`src/rtl/bram_word_loader.sv`:
```
// bram_word_loader
//   Fill stage for the result/operand BRAM. Packs LANES = DATA_WIDTH/IN_WIDTH
//   input beats (first beat in the lowest lane) into one BRAM word. Each packed
//   word is written through port A at base_addr, base_addr+1, ... (modulo the
//   address space). done pulses once after the final word has been written.
//
//   Optional build macro: LOADER_CHECKSUM_EN adds a running XOR of all words
//   written by the current load.
//
// Ports:
//   clk, rst          clock; asynchronous active-high reset
//   start             load request, sampled only in IDLE
//   abort             cancels an active load (partial word discarded, no done)
//   base_addr         first BRAM address, captured on start
//   num_words         number of words to write (0..2^ADDR_WIDTH), captured on start
//   s_data/s_valid    input beat stream
//   s_ready           high while loading; the loader never stalls mid-load
//   ram_en/ram_we     port A write strobe (one cycle per word)
//   ram_addr/ram_din  port A address / write data
//   busy              high while in LOAD
//   done              one-cycle completion pulse
//   checksum          (LOADER_CHECKSUM_EN only) XOR of written words
module bram_word_loader #(
    parameter int DATA_WIDTH = 96,
    parameter int IN_WIDTH   = 32,
    parameter int ADDR_WIDTH = 10
) (
    input  logic                  clk,
    input  logic                  rst,
    input  logic                  start,
    input  logic                  abort,
    input  logic [ADDR_WIDTH-1:0] base_addr,
    input  logic [ADDR_WIDTH:0]   num_words,
    input  logic [IN_WIDTH-1:0]   s_data,
    input  logic                  s_valid,
    output logic                  s_ready,
    output logic                  ram_en,
    output logic                  ram_we,
    output logic [ADDR_WIDTH-1:0] ram_addr,
    output logic [DATA_WIDTH-1:0] ram_din,
    output logic                  busy,
    output logic                  done
`ifdef LOADER_CHECKSUM_EN
    ,
    output logic [DATA_WIDTH-1:0] checksum
`endif
);

    localparam int unsigned LANES  = DATA_WIDTH / IN_WIDTH;
    localparam int unsigned LANE_W = (LANES > 1) ? $clog2(LANES) : 1;

    typedef enum logic [1:0] {
        IDLE,
        LOAD,
        FIN
    } state_t;

    state_t state, state_next;

    logic [LANE_W-1:0]     lane;
    logic [ADDR_WIDTH:0]   word_cnt;
    logic [ADDR_WIDTH:0]   num_cap;
    logic [ADDR_WIDTH-1:0] base_cap;
    logic [DATA_WIDTH-1:0] word_buf;
    logic [DATA_WIDTH-1:0] word_next;
    logic                  accept;
    logic                  last_lane;
    logic                  last_word;
    logic                  write_fire;

    // Handshake and word-boundary decode. abort has priority over a final lane.
    always_comb begin
        accept     = s_valid & s_ready;
        last_lane  = (lane == LANE_W'(LANES - 1));
        last_word  = (word_cnt == (num_cap - (ADDR_WIDTH + 1)'(1)));
        write_fire = accept & last_lane & ~abort;
    end

    // Word being assembled with the current beat merged into its lane.
    always_comb begin
        word_next = word_buf;
        for (int unsigned i = 0; i < LANES; i++) begin
            if (lane == LANE_W'(i)) begin
                word_next[i*IN_WIDTH +: IN_WIDTH] = s_data;
            end
        end
    end

    // State register
    always_ff @(posedge clk or posedge rst) begin
        if (rst) begin
            state <= IDLE;
        end else begin
            state <= state_next;
        end
    end

    // Next-state logic
    always_comb begin
        state_next = state;
        case (state)
            IDLE: begin
                if (start) begin
                    state_next = (num_words == '0) ? FIN : LOAD;
                end
            end
            LOAD: begin
                if (abort) begin
                    state_next = IDLE;
                end else if (write_fire && last_word) begin
                    state_next = FIN;
                end
            end
            FIN: begin
                state_next = IDLE;
            end
            default: begin
                state_next = IDLE;
            end
        endcase
    end

    // State-decoded outputs
    always_comb begin
        s_ready = (state == LOAD);
        busy    = (state == LOAD);
    end

    // Datapath and registered port A / done outputs
    always_ff @(posedge clk or posedge rst) begin
        if (rst) begin
            lane     <= '0;
            word_cnt <= '0;
            num_cap  <= '0;
            base_cap <= '0;
            word_buf <= '0;
            ram_en   <= 1'b0;
            ram_we   <= 1'b0;
            ram_addr <= '0;
            ram_din  <= '0;
            done     <= 1'b0;
`ifdef LOADER_CHECKSUM_EN
            checksum <= '0;
`endif
        end else begin
            ram_en <= 1'b0;
            ram_we <= 1'b0;
            done   <= (state == FIN);
            case (state)
                IDLE: begin
                    if (start) begin
                        base_cap <= base_addr;
                        num_cap  <= num_words;
                        lane     <= '0;
                        word_cnt <= '0;
                        word_buf <= '0;
`ifdef LOADER_CHECKSUM_EN
                        checksum <= '0;
`endif
                    end
                end
                LOAD: begin
                    if (abort) begin
                        lane <= '0;
                    end else if (accept) begin
                        if (last_lane) begin
                            lane     <= '0;
                            ram_en   <= 1'b1;
                            ram_we   <= 1'b1;
                            ram_addr <= base_cap + word_cnt[ADDR_WIDTH-1:0];
                            ram_din  <= word_next;
                            word_cnt <= word_cnt + (ADDR_WIDTH + 1)'(1);
`ifdef LOADER_CHECKSUM_EN
                            checksum <= checksum ^ word_next;
`endif
                        end else begin
                            lane     <= lane + LANE_W'(1);
                            word_buf <= word_next;
                        end
                    end
                end
                default: begin
                end
            endcase
        end
    end

endmodule
```
`config.mk`:
```
export PLATFORM = sky130hd
export DESIGN_NAME = bram_word_loader
export DESIGN_NICKNAME = d
export VERILOG_FILES = /design/src/rtl/bram_word_loader.sv
export SDC_FILE = /design/constraint.sdc
export NUM_CORES = 1
export LEC_CHECK = 0
export CORE_AREA = 2 2 145 147
export CTS_CLUSTER_SIZE = 10
export DETAILED_ROUTE_END_ITERATION = 8
export DIE_AREA = 0 0 147 149
export DONT_BUFFER_PORTS = 1
export HOLD_SLACK_MARGIN = 0.06
export PLACE_DENSITY = 0.56
export RECOVER_POWER = 100
export SLEW_MARGIN = 0
export SYNTH_ARGS = -nofsm -noshare
export SYNTH_HDL_FRONTEND = slang
export SYNTH_SLANG_ARGS = --single-unit
```
`constraint.sdc`:
```
create_clock -name clk -period 8 [get_ports clk]
set_clock_uncertainty 0.2 [all_clocks]
set_input_delay 0.4 -clock clk [delete_from_list [all_inputs] [get_ports clk]]
set_output_delay 0.4 -clock clk [all_outputs]
set_load 0.05 [all_outputs]
```
Word level (Yosys, flattened, before mapping)

Cells that the tools add are included.

Multiplexer cells: 27
Reduce and logical (&&, ||, !) cells: 11
Eq/ne operators: 12
Add/subtract/negate cells: 4
Bitwise logic cells: 4

Operator list:

| operator              | count |
|---|---|
| $mux 96               | 4 |
| $pmux 96 s2           | 1 |
| $mux 32               | 3 |
| $mux 11               | 4 |
| $pmux 11 s2           | 1 |
| $mux 2                | 8 |
| $add 11x1->11 const B | 1 |
| $eq 11x11->1          | 1 |
| $logic_not 11->1      | 1 |
| $sub 11x1->11 const B | 1 |
| $add 10x10->10        | 1 |
| $reduce_and 5->1      | 2 |
| $pmux 2 s2            | 2 |
| $ne 2x2->1 const B    | 3 |
| $ne 3x2->1 const B    | 2 |
| $eq 2x1->1 const B    | 2 |
| $eq 2x2->1 const B    | 2 |
| $logic_not 2->1       | 2 |
| $mux 1                | 4 |
| $ne 2x1->1 const B    | 2 |
| $reduce_and 2->1      | 2 |
| $reduce_and 4->1      | 1 |
| $and 1x1->1           | 3 |
| $reduce_and 3->1      | 1 |
| 4 further kinds       | 4 |

Flip-flop bits (word level): 240

Depth between registers and ports, before layout

Depth after elaboration: 8
Gate-level depth with buffers: 9
Depth with buffers taken out: 9

Worst setup path before layout

Ideal clock, no wire load.

Kind: register to register
Start: reg word_cnt[1]
End: reg ram_addr[9]
Library setup time: 0.133 ns
Path buffers: 0
Cell stages (with the launch flop): 8
Setup slack: 5.892 ns
Arrival time: 1.775 ns
Required time: 7.667 ns
Path through: dfrtp_1 -> ha_1 -> a211oi_1 -> o211ai_1 -> a31o_2 -> a21oi_1 -> xnor2_1 -> o21ai_0

Word-level cells in the longest chain between the ends: 1

Ends and longest elaborated chain:

| what                   | line | RTL |
|---|---|---|
| start, declared        | 61   | `logic [ADDR_WIDTH:0] word_cnt;` |
| start signal, assigned | 172  | `word_cnt <= word_cnt + (ADDR_WIDTH + 1)'(1);` |
| $add 10x10->10         | 170  | `ram_addr <= base_cap + word_cnt[ADDR_WIDTH-1:0];` |
| end signal, assigned   | 170  |  |
| end, declared          | 39   | `output logic [ADDR_WIDTH-1:0] ram_addr,` |

No other way between the ends.
A chain may end at the register's enable or synchronous reset.

Worst setup path in the final report

Start: reg state[0]
End: reg ram_din[0]

Word-level cells in the longest chain between the ends: 3

Ends and longest elaborated chain:

| what                                  | line     | RTL |
|---|---|---|
| start, declared                       | 58       | `state_t state, state_next;` |
| start signal, assigned                | 94       | `state <= state_next;` |
| $eq 2x1->1 (*)                        | 125, 149 |  |
| $and 1x1->1                           | 73       | `accept = s_valid & s_ready;` |
| $reduce_and 4->1 (no source line) (*) | --       |  |
| end signal, assigned                  | 171      | `ram_din <= word_next;` |
| end, declared                         | 40       | `output logic [DATA_WIDTH-1:0] ram_din,` |

Mark *: on every way between the ends. The rest lies on a longest branch, timed or not.

==> metrics <==
vias per cell=5.449; CP delay by family, top=simple AND/OR/NAND/NOR gates; grt ovf=0; Synth area leaders=dfrtp_1 58%, nand2_1 7.9%, mux2i_1 7.1%; post-CTS setup buffer count=0; Int Power=between 2 and 2.5 mW; violated checks=capacitance limit, slew limit; Worst-Skew Late Latency=510 ps; biggest area consumer among synthesized cells=dfrtp_1; Mapped Nets=around 890; Final Cycle Share=approximately 60%; routability cong.=approximately 0.80; Worst-Margin Slew=between 3000 and 4000 ps; Hold Crit Start=num_words[4]; Row Count=53; fillers=~1,800; Critical Path RT=roughly 8100 ps; status=finished with violations; CTS max path bufs=3; relative max-transition margin=-108.6%; Fin. Hold Viols=0; clock share of power=about 30%; Yosys top cell area share=58.09%; Final Power=~3.3 mW; final core occ=between 50% and 60%; non-filler cells, final=about 1,100; placed cell count=1,051; most frequent cells in the layout=208 x dfrtp_1, 190 x nand2_1, 83 x o21ai_0, 64 x a22o_1, 64 x mux2i_1; io pins=between 150 and 200; arrival time worst endpoint=roughly 4900 ps; CTS Buf Count=25; leakage=between 4 and 5 nW; Die H=approximately 150 um; Most used DFF post-synth=dfrtp_1; CTS sink cnt=208; clock slew at reported path FFs=50 ps; final hold slack=87.15 ps; crit end category=flip-flop; Routed wire per std cell=18.66 um; Area growth, synth to finish=16.44%; share of layout cells above drive strength 1=slightly above 7%; final wirelength=between 20 and 25 mm; Reg-to-Reg Start=state[0]; FF+latch count, synth=between 200 and 250; Crit-path slowest cell=clkbuf_2; # diodes=0; DR DRC count=0; largest net degree at the start of global routing=150; area of the core=between 20,000 and 25,000 um^2; Chip Width=~150 um; Netlist Area Pre-Place=about 9000 um^2; worst path cell trace=nor3b_1 > nand2_1 > clkbuf_2 > nand2_1 > o21ai_0; CP Launch Type=flip-flop; GRT Total Usage=roughly 20%; CTS H-tree lvls=1; Detail Route Antenna Nets=0; minimum clock period=around 4900 ps; Die Area=around 22,000 um^2; vias in the first global route=about 6,400; Cell Pwr Density=between 300 and 400 nW/um^2; storage element area=between 5000 and 6000 um^2; hpwl dp=13.56 mm; Critical path origin=state[0]; Mapped Avg Cell Area=10.95 um^2; post-synthesis sequential area ratio=approximately three fifths; Max IR drop VDD=between 0.15 and 0.2 mV; commonest non-fill, non-tap cell in the layout=dfrtp_1; combinational power share=approximately 20%; Syn Inst Count=818; Critical Setup Path Class=flip-flop to flip-flop; Hold/Removal Path Class=input port to flip-flop; async set-reset flop share out of synthesis=between 90% and 100%; post-CTS sizing=0; worst path bufs/invs=1; CTS tree=done; Fmax achieved=206.2 MHz; Netlist cell types=49; footprint of the multi-input gates=between 3000 and 4000 um^2; DR iter-0 viols=325; CTS root buf=clkbuf_16; fin nets=between 900 and 1,000; CP dominant cell by count=nand2_1; NetSw=roughly 1.2 mW; Slew Limit Fails=~300; Vias=6,217; router iterations before antenna repair=4; Switching Fraction=a little under two fifths; max_cap viols=6; worst-path fanout max=between 100 and 150; Largest stage delay, worst path=roughly 1400 ps; port bufs=0; initial antenna violation count=0; final setup TNS=0 ps; Synth Warn #=0; cts hold-fix bufs=58; # setup viols final=0; number of synthesized flops with an enable pin=0; RSZ-0062 raised after global routing=false; Initial Utilization=about 44%; first-pass GRT wire length=roughly 34 mm; Seq pwr share=around half
routing by layer:
layer	track usage, %	up-vias	routed length [um]
met2	34.08	194	10620
met4	6.202	0	644
met3	3.884	47	1221
met1	24.50	3061	8805
li1	-	2915	-
met5	0	-	0
area by class of cell:
| cell class | count | area share [%] |
|---|---|---|
| inverter | 11 | 0.4677 |
| timing repair buffer | 65 | 5.973 |
| sequential | 208 | 49.89 |
| clock buffer | 30 | 6.368 |
| multi-input combinational | 550 | 33.85 |
| tap | 275 | 3.298 |
| clock inverter | 2 | 0.1559 |
Yosys cell counts (10+ instances only):
cell,number
a22o_1,64
clkbuf_1,38
dfrtp_1,208
ha_1,11
inv_1,10
mux2_2,18
mux2i_1,64
nand2_1,189
nor2_1,26
o21ai_0,80
xnor2_1,15
xor2_1,14
stage by stage:
step	cell area, um^2	setup slack, ps
floorplan	8960	1719
global placement	9223	5203
detailed placement	9223	5065
CTS	10480	4957
global route	10430	2547
finish	10430	3150
registers in the layout, summed over array words and instances, names as in the netlist, 2 cells and up:
name / count
base_cap: 10
lane: 2
num_cap: 11
word_buf: 64
state: 2
word_cnt: 11
ram_addr: 10
ram_din: 96
power by group through the flow:
stage / clock network (mW) / registers, mW / logic [mW]
finish: 0.977 / 1.70 / 0.664
global route: 1.04 / 1.73 / 0.743
CTS: 1.00 / 1.71 / 0.680
detailed placement: 0 / 1.72 / 0.638
global placement: 0 / 1.72 / 0.621
floorplan: 0 / 1.67 / 0.513
final timing paths:
| check | to | slack, ps | depth (start not counted) |
|---|---|---|---|
| max in group asynchronous | word_buf[61] | 3570 | 3 |
| worst min-delay path | state[1] | 90 | 4 |
| min in group asynchronous | num_cap[10] | 420 | 2 |
| worst max register to register | ram_din[0] | 3150 | 5 |
| worst min register to register | word_buf[3] | 290 | 1 |
| worst max-delay path | ram_din[0] | 3150 | 5 |
worst min-delay path, cell delays in order:
cell and delay, ps:
nor4_1 30, nand2_1 60, nor4_1 70, o22a_1 190
cell families (layout without fill, tap and decap cells):
kind of cell	count (synthesis)	count (layout)	synth area share [%]
muxes	82	82	9.412
xor gates and xnor gates	29	29	2.835
adders and majority gates	12	12	1.760
DFF	208	208	58.09
buffers and inverters	60	108	2.709
AOI/OAI and AO/OA	177	177	13.21
and+or+nand+nor	250	250	11.98
(Power assumes the default switching activity.)
